<file path="config.mk">
export PLATFORM = sky130hd
export DESIGN_NAME = data_bus_router_flat
export DESIGN_NICKNAME = d
export VERILOG_FILES = /design/src/rtl/data_bus_router_pkg.sv /design/src/rtl/data_bus_router_if.sv /design/src/rtl/data_bus_router_bus_addr_decoder.sv /design/src/rtl/data_bus_router.sv /design/src/flat_wrapper.sv
export SDC_FILE = /design/constraint.sdc
export NUM_CORES = 1
export LEC_CHECK = 0
export ABC_AREA = 1
export BUFFER_PORTS_ARGS = -buffer_cell sky130_fd_sc_hd__buf_2
export CAP_MARGIN = 5
export CELL_PAD_IN_SITES_DETAIL_PLACEMENT = 2
export CELL_PAD_IN_SITES_GLOBAL_PLACEMENT = 2
export CORE_MARGIN = 2
export CORE_UTILIZATION = 22
export CTS_BUF_LIST = sky130_fd_sc_hd__clkbuf_4 sky130_fd_sc_hd__clkbuf_8
export CTS_CLUSTER_DIAMETER = 50
export DETAILED_ROUTE_END_ITERATION = 7
export PLACE_DENSITY = 0.79
export SLEW_MARGIN = 20
export SYNTH_ARGS = -nofsm -noshare
export SYNTH_HDL_FRONTEND = slang
export SYNTH_HIERARCHICAL = 1
export SYNTH_SLANG_ARGS = --single-unit
</file>
<file path="constraint.sdc">
create_clock -name clk -period 3.8 [get_ports clk]
set_input_delay 0.57 -clock clk [delete_from_list [all_inputs] [get_ports clk]]
set_output_delay 0.57 -clock clk [all_outputs]
set_load 0.01 [all_outputs]
</file>
<file path="src/rtl/data_bus_router_pkg.sv">
// Shared types and helpers for the DLX data-port router.
package data_bus_router_pkg;

    typedef enum logic [1:0] {
        StIdle,
        StBusy,
        StResp
    } state_e;

    typedef enum logic [1:0] {
        ErrNone,
        ErrDecode,
        ErrTimeout
    } err_e;

    localparam logic [7:0] ERR_CNT_MAX = 8'hFF;

    // Width of the BUSY-cycle counter; it must hold TIMEOUT_CYCLES-1.
    function automatic int unsigned cnt_width(input int unsigned cycles);
        return (cycles > 2) ? $clog2(cycles) : 1;
    endfunction

endpackage

</file>
<file path="src/rtl/data_bus_router_if.sv">
// Processor data port plus the shared slave channel. The slave modport is the router's view;
// the master modport is the environment (processor and peripherals).
interface data_bus_router_if #(
    parameter int unsigned DATA_WIDTH = 32,
    parameter int unsigned ADDR_WIDTH = 32,
    parameter int unsigned BE_WIDTH   = 4,
    parameter int unsigned NUM_SLAVES = 4
);
    logic                             m_rd_en;
    logic                             m_wr_en;
    logic [ADDR_WIDTH-1:0]            m_addr;
    logic [DATA_WIDTH-1:0]            m_wr_data;
    logic [BE_WIDTH-1:0]              m_be;
    logic [DATA_WIDTH-1:0]            m_rd_data;
    logic                             m_stall;
    logic                             m_err;

    logic [NUM_SLAVES-1:0]            slv_req;
    logic                             slv_we;
    logic [ADDR_WIDTH-1:0]            slv_addr;
    logic [DATA_WIDTH-1:0]            slv_wr_data;
    logic [BE_WIDTH-1:0]              slv_be;
    logic [NUM_SLAVES*DATA_WIDTH-1:0] slv_rd_data;
    logic [NUM_SLAVES-1:0]            slv_ack;

    modport master (
        output m_rd_en, m_wr_en, m_addr, m_wr_data, m_be,
        input  m_rd_data, m_stall, m_err,
        input  slv_req, slv_we, slv_addr, slv_wr_data, slv_be,
        output slv_rd_data, slv_ack
    );

    modport slave (
        input  m_rd_en, m_wr_en, m_addr, m_wr_data, m_be,
        output m_rd_data, m_stall, m_err,
        output slv_req, slv_we, slv_addr, slv_wr_data, slv_be,
        input  slv_rd_data, slv_ack
    );

endinterface

</file>
<file path="src/rtl/data_bus_router_bus_addr_decoder.sv">
// Slave-select decode: index from the address select field, valid when it names a present
// slave and the request is not simultaneously a read and a write.
module bus_addr_decoder #(
    parameter int unsigned NUM_SLAVES = 4,
    parameter int unsigned SEL_BITS   = 2
) (
    input  logic [SEL_BITS-1:0] sel_field,
    input  logic                rd_en,
    input  logic                wr_en,
    output logic [SEL_BITS-1:0] idx,
    output logic                valid
);

    always_comb begin
        idx   = sel_field;
        valid = (32'(sel_field) < NUM_SLAVES) && !(rd_en && wr_en);
    end

endmodule

</file>
<file path="src/rtl/data_bus_router.sv">
// Routes DLX data accesses to one of NUM_SLAVES targets, stalls the master until the selected
// slave acks, and reports decode/timeout errors with a saturating count.
module data_bus_router
    import data_bus_router_pkg::*;
#(
    parameter int unsigned DATA_WIDTH     = 32,
    parameter int unsigned ADDR_WIDTH     = 32,
    parameter int unsigned BE_WIDTH       = 4,
    parameter int unsigned NUM_SLAVES     = 4,
    parameter int unsigned SEL_LSB        = 28,
    parameter int unsigned SEL_BITS       = 2,
    parameter int unsigned TIMEOUT_CYCLES = 64
) (
    input  logic              clk,
    input  logic              rst,
    data_bus_router_if.slave  bus,
    output logic [7:0]        err_cnt
);

    localparam int unsigned CntW = cnt_width(TIMEOUT_CYCLES);

    state_e                state_q;
    logic [NUM_SLAVES-1:0] req_q;
    logic                  we_q;
    logic [ADDR_WIDTH-1:0] addr_q;
    logic [DATA_WIDTH-1:0] wdata_q;
    logic [BE_WIDTH-1:0]   be_q;
    logic [DATA_WIDTH-1:0] rdata_q;
    logic                  err_q;
    logic [CntW-1:0]       cnt_q;
    logic [7:0]            err_cnt_q;

    logic                  req_seen;
    logic [SEL_BITS-1:0]   dec_idx;
    logic                  dec_valid;
    logic                  ack_sel;
    logic [DATA_WIDTH-1:0] rd_sel;
    logic                  timeout;
    err_e                  err_code;

    assign req_seen = bus.m_rd_en || bus.m_wr_en;
    assign timeout  = (cnt_q == CntW'(TIMEOUT_CYCLES - 1));

    bus_addr_decoder #(
        .NUM_SLAVES (NUM_SLAVES),
        .SEL_BITS   (SEL_BITS)
    ) u_decoder (
        .sel_field (bus.m_addr[SEL_LSB +: SEL_BITS]),
        .rd_en     (bus.m_rd_en),
        .wr_en     (bus.m_wr_en),
        .idx       (dec_idx),
        .valid     (dec_valid)
    );

    // The one-hot request selects the ack and read slice, so other slaves' acks are ignored.
    always_comb begin
        ack_sel = 1'b0;
        rd_sel  = '0;
        for (int i = 0; i < int'(NUM_SLAVES); i++) begin
            if (req_q[i]) begin
                ack_sel = bus.slv_ack[i];
                rd_sel  = bus.slv_rd_data[i*DATA_WIDTH +: DATA_WIDTH];
            end
        end
    end

    // Ack has priority over a coincident timeout.
    always_comb begin
        err_code = ErrNone;
        if (state_q == StIdle && req_seen && !dec_valid) begin
            err_code = ErrDecode;
        end else if (state_q == StBusy && !ack_sel && timeout) begin
            err_code = ErrTimeout;
        end
    end

    always_ff @(posedge clk or posedge rst) begin
        if (rst) begin
            state_q   <= StIdle;
            req_q     <= '0;
            we_q      <= 1'b0;
            addr_q    <= '0;
            wdata_q   <= '0;
            be_q      <= '0;
            rdata_q   <= '0;
            err_q     <= 1'b0;
            cnt_q     <= '0;
            err_cnt_q <= '0;
        end else begin
            err_q <= 1'b0;
            if (err_code != ErrNone && err_cnt_q != ERR_CNT_MAX) begin
                err_cnt_q <= err_cnt_q + 8'd1;
            end
            unique case (state_q)
                StIdle: begin
                    if (req_seen) begin
                        we_q    <= bus.m_wr_en;
                        addr_q  <= bus.m_addr;
                        wdata_q <= bus.m_wr_data;
                        be_q    <= bus.m_be;
                        cnt_q   <= '0;
                        if (dec_valid) begin
                            req_q   <= NUM_SLAVES'(1) << dec_idx;
                            state_q <= StBusy;
                        end else begin
                            rdata_q <= '0;
                            err_q   <= 1'b1;
                            state_q <= StResp;
                        end
                    end
                end
                StBusy: begin
                    if (ack_sel) begin
                        req_q   <= '0;
                        rdata_q <= we_q ? '0 : rd_sel;
                        state_q <= StResp;
                    end else if (timeout) begin
                        req_q   <= '0;
                        rdata_q <= '0;
                        err_q   <= 1'b1;
                        state_q <= StResp;
                    end else begin
                        cnt_q <= cnt_q + 1'b1;
                    end
                end
                StResp: state_q <= StIdle;
                default: state_q <= StIdle;
            endcase
        end
    end

    assign bus.m_stall     = (state_q == StBusy) || (state_q == StIdle && req_seen);
    assign bus.m_rd_data   = rdata_q;
    assign bus.m_err       = err_q;
    assign bus.slv_req     = req_q;
    assign bus.slv_we      = we_q;
    assign bus.slv_addr    = addr_q;
    assign bus.slv_wr_data = wdata_q;
    assign bus.slv_be      = be_q;
    assign err_cnt         = err_cnt_q;

endmodule

</file>
<file path="src/flat_wrapper.sv">
// flat-port wrapper written by rule: the top's interface ports become plain ports
module data_bus_router_flat import data_bus_router_pkg::*;
#(
    parameter int unsigned DATA_WIDTH     = 32,
    parameter int unsigned ADDR_WIDTH     = 32,
    parameter int unsigned BE_WIDTH       = 4,
    parameter int unsigned NUM_SLAVES     = 4,
    parameter int unsigned SEL_LSB        = 28,
    parameter int unsigned SEL_BITS       = 2,
    parameter int unsigned TIMEOUT_CYCLES = 64
)
  (clk, rst, err_cnt, bus_m_rd_en, bus_m_wr_en, bus_m_addr, bus_m_wr_data, bus_m_be, bus_m_rd_data, bus_m_stall, bus_m_err, bus_slv_req, bus_slv_we, bus_slv_addr, bus_slv_wr_data, bus_slv_be, bus_slv_rd_data, bus_slv_ack);
  data_bus_router_if #(.DATA_WIDTH(DATA_WIDTH), .ADDR_WIDTH(ADDR_WIDTH), .BE_WIDTH(BE_WIDTH), .NUM_SLAVES(NUM_SLAVES)) bus_i ();
  input  logic clk;
  input  logic rst;
  output logic [7:0] err_cnt;
  input wire logic [$bits(bus_i.m_rd_en)-1:0] bus_m_rd_en;
  input wire logic [$bits(bus_i.m_wr_en)-1:0] bus_m_wr_en;
  input wire logic [$bits(bus_i.m_addr)-1:0] bus_m_addr;
  input wire logic [$bits(bus_i.m_wr_data)-1:0] bus_m_wr_data;
  input wire logic [$bits(bus_i.m_be)-1:0] bus_m_be;
  output wire logic [$bits(bus_i.m_rd_data)-1:0] bus_m_rd_data;
  output wire logic [$bits(bus_i.m_stall)-1:0] bus_m_stall;
  output wire logic [$bits(bus_i.m_err)-1:0] bus_m_err;
  output wire logic [$bits(bus_i.slv_req)-1:0] bus_slv_req;
  output wire logic [$bits(bus_i.slv_we)-1:0] bus_slv_we;
  output wire logic [$bits(bus_i.slv_addr)-1:0] bus_slv_addr;
  output wire logic [$bits(bus_i.slv_wr_data)-1:0] bus_slv_wr_data;
  output wire logic [$bits(bus_i.slv_be)-1:0] bus_slv_be;
  input wire logic [$bits(bus_i.slv_rd_data)-1:0] bus_slv_rd_data;
  input wire logic [$bits(bus_i.slv_ack)-1:0] bus_slv_ack;
  assign bus_i.m_rd_en = bus_m_rd_en;
  assign bus_i.m_wr_en = bus_m_wr_en;
  assign bus_i.m_addr = bus_m_addr;
  assign bus_i.m_wr_data = bus_m_wr_data;
  assign bus_i.m_be = bus_m_be;
  assign bus_m_rd_data = bus_i.m_rd_data;
  assign bus_m_stall = bus_i.m_stall;
  assign bus_m_err = bus_i.m_err;
  assign bus_slv_req = bus_i.slv_req;
  assign bus_slv_we = bus_i.slv_we;
  assign bus_slv_addr = bus_i.slv_addr;
  assign bus_slv_wr_data = bus_i.slv_wr_data;
  assign bus_slv_be = bus_i.slv_be;
  assign bus_i.slv_rd_data = bus_slv_rd_data;
  assign bus_i.slv_ack = bus_slv_ack;
  data_bus_router #(.DATA_WIDTH(DATA_WIDTH), .ADDR_WIDTH(ADDR_WIDTH), .BE_WIDTH(BE_WIDTH), .NUM_SLAVES(NUM_SLAVES), .SEL_LSB(SEL_LSB), .SEL_BITS(SEL_BITS), .TIMEOUT_CYCLES(TIMEOUT_CYCLES)) u_core (.clk(clk), .rst(rst), .bus(bus_i), .err_cnt(err_cnt));
endmodule
</file>
* Word-level counts from Yosys, hierarchy flattened
Cells that the tools add are included.
Cells by class: $add $sub $neg 2, multipliers 0, div/mod/pow operators 0, order comparisons 0, eq/ne operators 9, shift-type cells 1, mux-type cells 35, bitwise gates (word level) 0, reduce and logical (&&, ||, !) cells 17
Operator list (count):
- 2-to-1 mux 32 bit | 9
- one-hot mux 32 bit (2 select lines) | 1
- 2-to-1 mux 6 bit | 3
- 2-to-1 mux 4 bit | 4
- 2-to-1 mux 2 bit | 6
- one-hot mux 6 bit (2 select lines) | 1
- AND reduction 4 bit | 3
- adder 8 x 1 -> 8 bit (second input constant) | 1
- 2-to-1 mux 1 bit | 8
- != test 2 bit (second input constant) | 4
- != test 8 bit (second input constant) | 1
- one-hot mux 4 bit (2 select lines) | 1
- adder 6 x 1 -> 6 bit (second input constant) | 1
- equality test 6 bit (second input constant) | 1
- logical AND 1 bit | 6
- one-hot mux 2 bit (2 select lines) | 1
- AND reduction 2 bit | 2
- nonzero test 2 bit | 2
- left shift 1 x 2 -> 4 bit (first input constant) | 1
- != test 3 x 1 -> 1 bit (second input constant) | 1
- equality test 2 x 1 -> 1 bit (second input constant) | 1
- zero test 2 bit | 1
- logical OR 1 bit | 2
- != test 2 x 1 -> 1 bit (second input constant) | 1
- other kinds (2) | 2
Storage, ports and cells: bits in registers 122, latch bits 0, RAM bits 0, memory bits (read-only) 0, output and inout port bits 115, memories 0

* Depth between registers and ports, before layout
depth in word-level cells 11, depth in mapped cells 11

* Cells and area by module
The synthesis kept the hierarchy.
Modules (own cells, without submodules):
- data_bus_router | instances 1, cells an instance 786, area an instance 6020.8 um^2, sequential area each 3052.9 um^2
- bus_addr_decoder | instances 1, cells an instance 3, area an instance 18.8 um^2, sequential area each 0.0 um^2

* Least setup slack after synthesis
Ideal clock, no wire load.
path type in2out, start input port bus_m_wr_en, end output port bus_m_stall, arrival time 1.268 ns, data required time 3.230 ns, path slack 1.962 ns, stages on the path 5, path buffers 1, cell sequence inv_1 > a21oi_2 > inv_2 > clkbuf_1 > nand2_1
On the way: word-level cells in the longest chain between the ends 3
Ends and longest elaborated chain:
- start, declared | line flat_wrapper.sv:18 | input wire logic [$bits(bus_i.m_wr_en)-1:0] bus_m_wr_en;
- logical OR 1 bit | line data_bus_router.sv:41 | assign req_seen = bus.m_rd_en || bus.m_wr_en;
- logical AND 1 bit | line data_bus_router.sv:132 | assign bus.m_stall = (state_q == StBusy) || (state_q == StIdle && req_seen);
- logical OR 1 bit | line data_bus_router.sv:132
- end, declared | line flat_wrapper.sv:23 | output wire logic [$bits(bus_i.m_stall)-1:0] bus_m_stall;
No other way between the ends.

* Worst setup path in the final report
start register u_core.state_q[0], end output port bus_m_stall
On the way: word-level cells in the longest chain between the ends 3, elaborated cells between the ends (all ways) 4, those cells by class eq/ne (1); reduce/logical (3)
Ends and longest elaborated chain:
- start, declared | line data_bus_router.sv:22 | state_e state_q;
- start signal, assigned | line data_bus_router.sv:79 | state_q <= StIdle;
- start signal, assigned | line data_bus_router.sv:104 | state_q <= StBusy;
- start signal, assigned | line data_bus_router.sv:108 | state_q <= StResp;
- zero test 2 bit | line data_bus_router.sv:132
- logical AND 1 bit | line data_bus_router.sv:132
- logical OR 1 bit * | line data_bus_router.sv:132
Mark *: on every way between the ends. The rest lies on a longest branch, timed or not.

==> metrics.txt <==
first-pass GRT wire length=39100 um; max cap viols=0; Main synth FF type=dfrtp_1; Num CTS Buffers=17; final std cells w/o fill=1443; placed cell areas=7910 um2; Peak VDD IR=0.264 mV; CTS tree=yes; final instance area=between 8000 and 9000 um2; CTS Hold Bufs=0; Worst setup SP type=flip-flop; htree depth=4; critical path capture point type=output pin; RSZ-0062 raised after global routing=false; critical path's slowest cell=a21oi_4; flops & latches, synth=122; async set-reset flop share out of synthesis=100%; vias in the first global route=between 7000 and 8000; Worst Path Arrival=2.29 ns; post-CTS sizing=0; nets=1295; share of layout cells above drive strength 1=a little over a third; grt total ovfl=0; Cell variety after synth=30; reg-to-reg endpoint=u_core/bus.m_rd_data[31]; Max Fclk=349 MHz; Final GP Congestion=0.742; Fill cells=3256; core area=27000 um2; pwr dens=~770 nW/um2; Most common cell on crit path=inv_2; Lkg Pwr=4.74 nW; GRT Util Overall=17.4%; Reg clk slew, reported paths=0.08 ns; die height=170 um; Max Root-Sink Buffers=2; Initial DRC Count=190; Synth Instances=789; vias per cell=4.54; port bufs=318; clk_lat worst skew=0.45 ns; final worst setup slack=0.937 ns; I/O pin cnt=~320; most frequent cells in the layout=nand2_1 (369), buf_2 (318), dfrtp_1 (121); worst-path cell chain=nor2_2, inv_2, a21oi_4, inv_2, nand2_1, buf_2; DIE WIDTH=around 170 um; Hold Crit Class=in2async; R2R cell count=8; max_slew headroom=42.5%; commonest non-fill, non-tap cell in the layout=nand2_1; Worst Setup Path Type=reg2out; clk sinks=approximately 120; WL final=approximately 25000 um; antenna violations before repair=4; Seq/Total Area, Yosys=50.5%; DR WL/cell=17.3 um; Critical Path Fanout Max=25; yosys warns=6; Post-Place Cells=1411; antenna-violating nets left=0; final period utilization=75.3%; Syn Std Cell Area=6040 um2; max incr delay on CP=0.53 ns; Setup TNS=0 ns; die area=28800 um2; RR Startpoint=u_core/bus.slv_req[2]; Slew @ Worst Pin=0.862 ns; Critical Path RT=3.23 ns; num rows=60; vias=around 6500; dpl hpwl=between 15000 and 20000 um; Pwr Total=6.46 mW; final setup skew=0.0266 ns; CTS Root Cell=clkbuf_8; syn_nets=995; Avg Inst Size Synth=7.65 um2; postcts setup bufs=0; drt drc=0; DRT Pass-1 Iters=4; Final Hold Fails=0; dpl ws=1.21 ns; synthesis-to-finish area growth=37.9%; Storage cell area=3050 um2; fin crit period=2.86 ns; Post-synth EDFFs=0; Setup Viol. Count Final=0; area of the multi-input gates=2660 um2; Final Max Slew Viols=0; status=complete, no violations; Initial Util=22.4%; largest net degree at the start of global routing=between 100 and 150; r2r setup slk=1.43 ns
-- state kept, by name, indices dropped and copies added (netlist names) --
name,flops
u_core/bus.slv_we,1
u_core/state_q,2
u_core/cnt_q,6
u_core/bus.m_err,1
u_core/bus.slv_wr_data,32
u_core/bus.slv_be,4
u_core/bus.m_rd_data,32
u_core/err_cnt,8
u_core/bus.slv_addr,32
u_core/bus.slv_req,4
-- per-layer routing --
layer | wire [um] | share of wire, % | GRT usage (%)
met5 | 42 | 0.17 | 0
met4 | 202 | 0.81 | 3.90
met3 | 2330 | 9.3 | 5.99
met2 | 11900 | 48 | 30.4
met1 | 10500 | 42 | 20.6
-- worst max path at each step --
stage	startpoint	end	slack [ns]
2_1_floorplan	rst	u_core/bus.m_err	1.73
3_3_place_gp	bus_m_wr_en	bus_m_stall	1.23
3_5_place_dp	bus_m_wr_en	bus_m_stall	1.21
4_1_cts	u_core/state_q[0]	bus_m_stall	0.81
5_1_grt	u_core/state_q[0]	bus_m_stall	0.69
6_report	u_core/state_q[0]	bus_m_stall	0.94
-- area by class of cell --
| cell class | instances | area share, % |
|---|---|---|
| Clock buffer | 17 | 2.81 |
| Tap cell | 341 | 5.12 |
| Antenna cell | 1 | 0.0300 |
| Timing Repair Buffer | 329 | 20.2 |
| Clock inverter | 14 | 2.22 |
| Inverter | 20 | 0.946 |
| Sequential cell | 122 | 36.7 |
| Multi-Input combinational cell | 599 | 32.0 |
-- synthesized netlist by cell type, types with 9 or more instances --
cell type | instances | share of area, %
nand2_1 | 369 | 23
dfrtp_1 | 122 | 51
a21oi_1 | 67 | 5.6
nor2_1 | 43 | 2.7
nand3_1 | 41 | 3.4
buf_2 | 19 | 1.6
inv_1 | 16 | 0.99
clkbuf_1 | 14 | 0.87
o21ai_0 | 13 | 1.1
o31ai_1 | 13 | 1.6
or2_2 | 13 | 1.3
o211ai_1 | 9 | 1.1
-- power breakdown --
| part | internal [mW] | leakage [nW] | switching (mW) |
|---|---|---|---|
| Sequential | 1.86 | 1.57 | 0.343 |
| Clock | 0.666 | 0.208 | 0.636 |
| Combinational | 1.02 | 2.96 | 1.94 |
| Total | 3.54 | 4.74 | 2.92 |
-- through the flow --
stage               utilization, %  hold WS (ns)
global placement              29.3         0.449
finish                        30.9         0.300
detailed placement            29.3         0.456
global route                  30.9         0.291
CTS                           30.9         0.285
floorplan                        -         0.474
-- worst max-delay path, delay by kind of cell (launching register included) --
| family | cells | cell delay, ns |
|---|---|---|
| AOI/OAI and AO/OA | 1 | 0.53 |
| buffers and inverters | 3 | 0.56 |
| DFF | 1 | 0.40 |
| and+or+nand+nor | 2 | 0.36 |
-- logic make-up (layout without fill, tap and decap cells) --
kind of cell             Yosys count  in the layout  synth area share, %
other                              0              1                    0
XOR/XNOR                           7              7                 1.02
multiplexers                       1              1                0.166
AO/OA/AOI/OAI                    105            105                 9.86
flip-flops                       122            122                 50.5
adder cells (fa/ha/maj)            2              2                0.414
AND/OR/NAND/NOR                  484            484                 32.5
buffers and inverters             68            380                 5.49
Power figures use the tool's default switching activity.
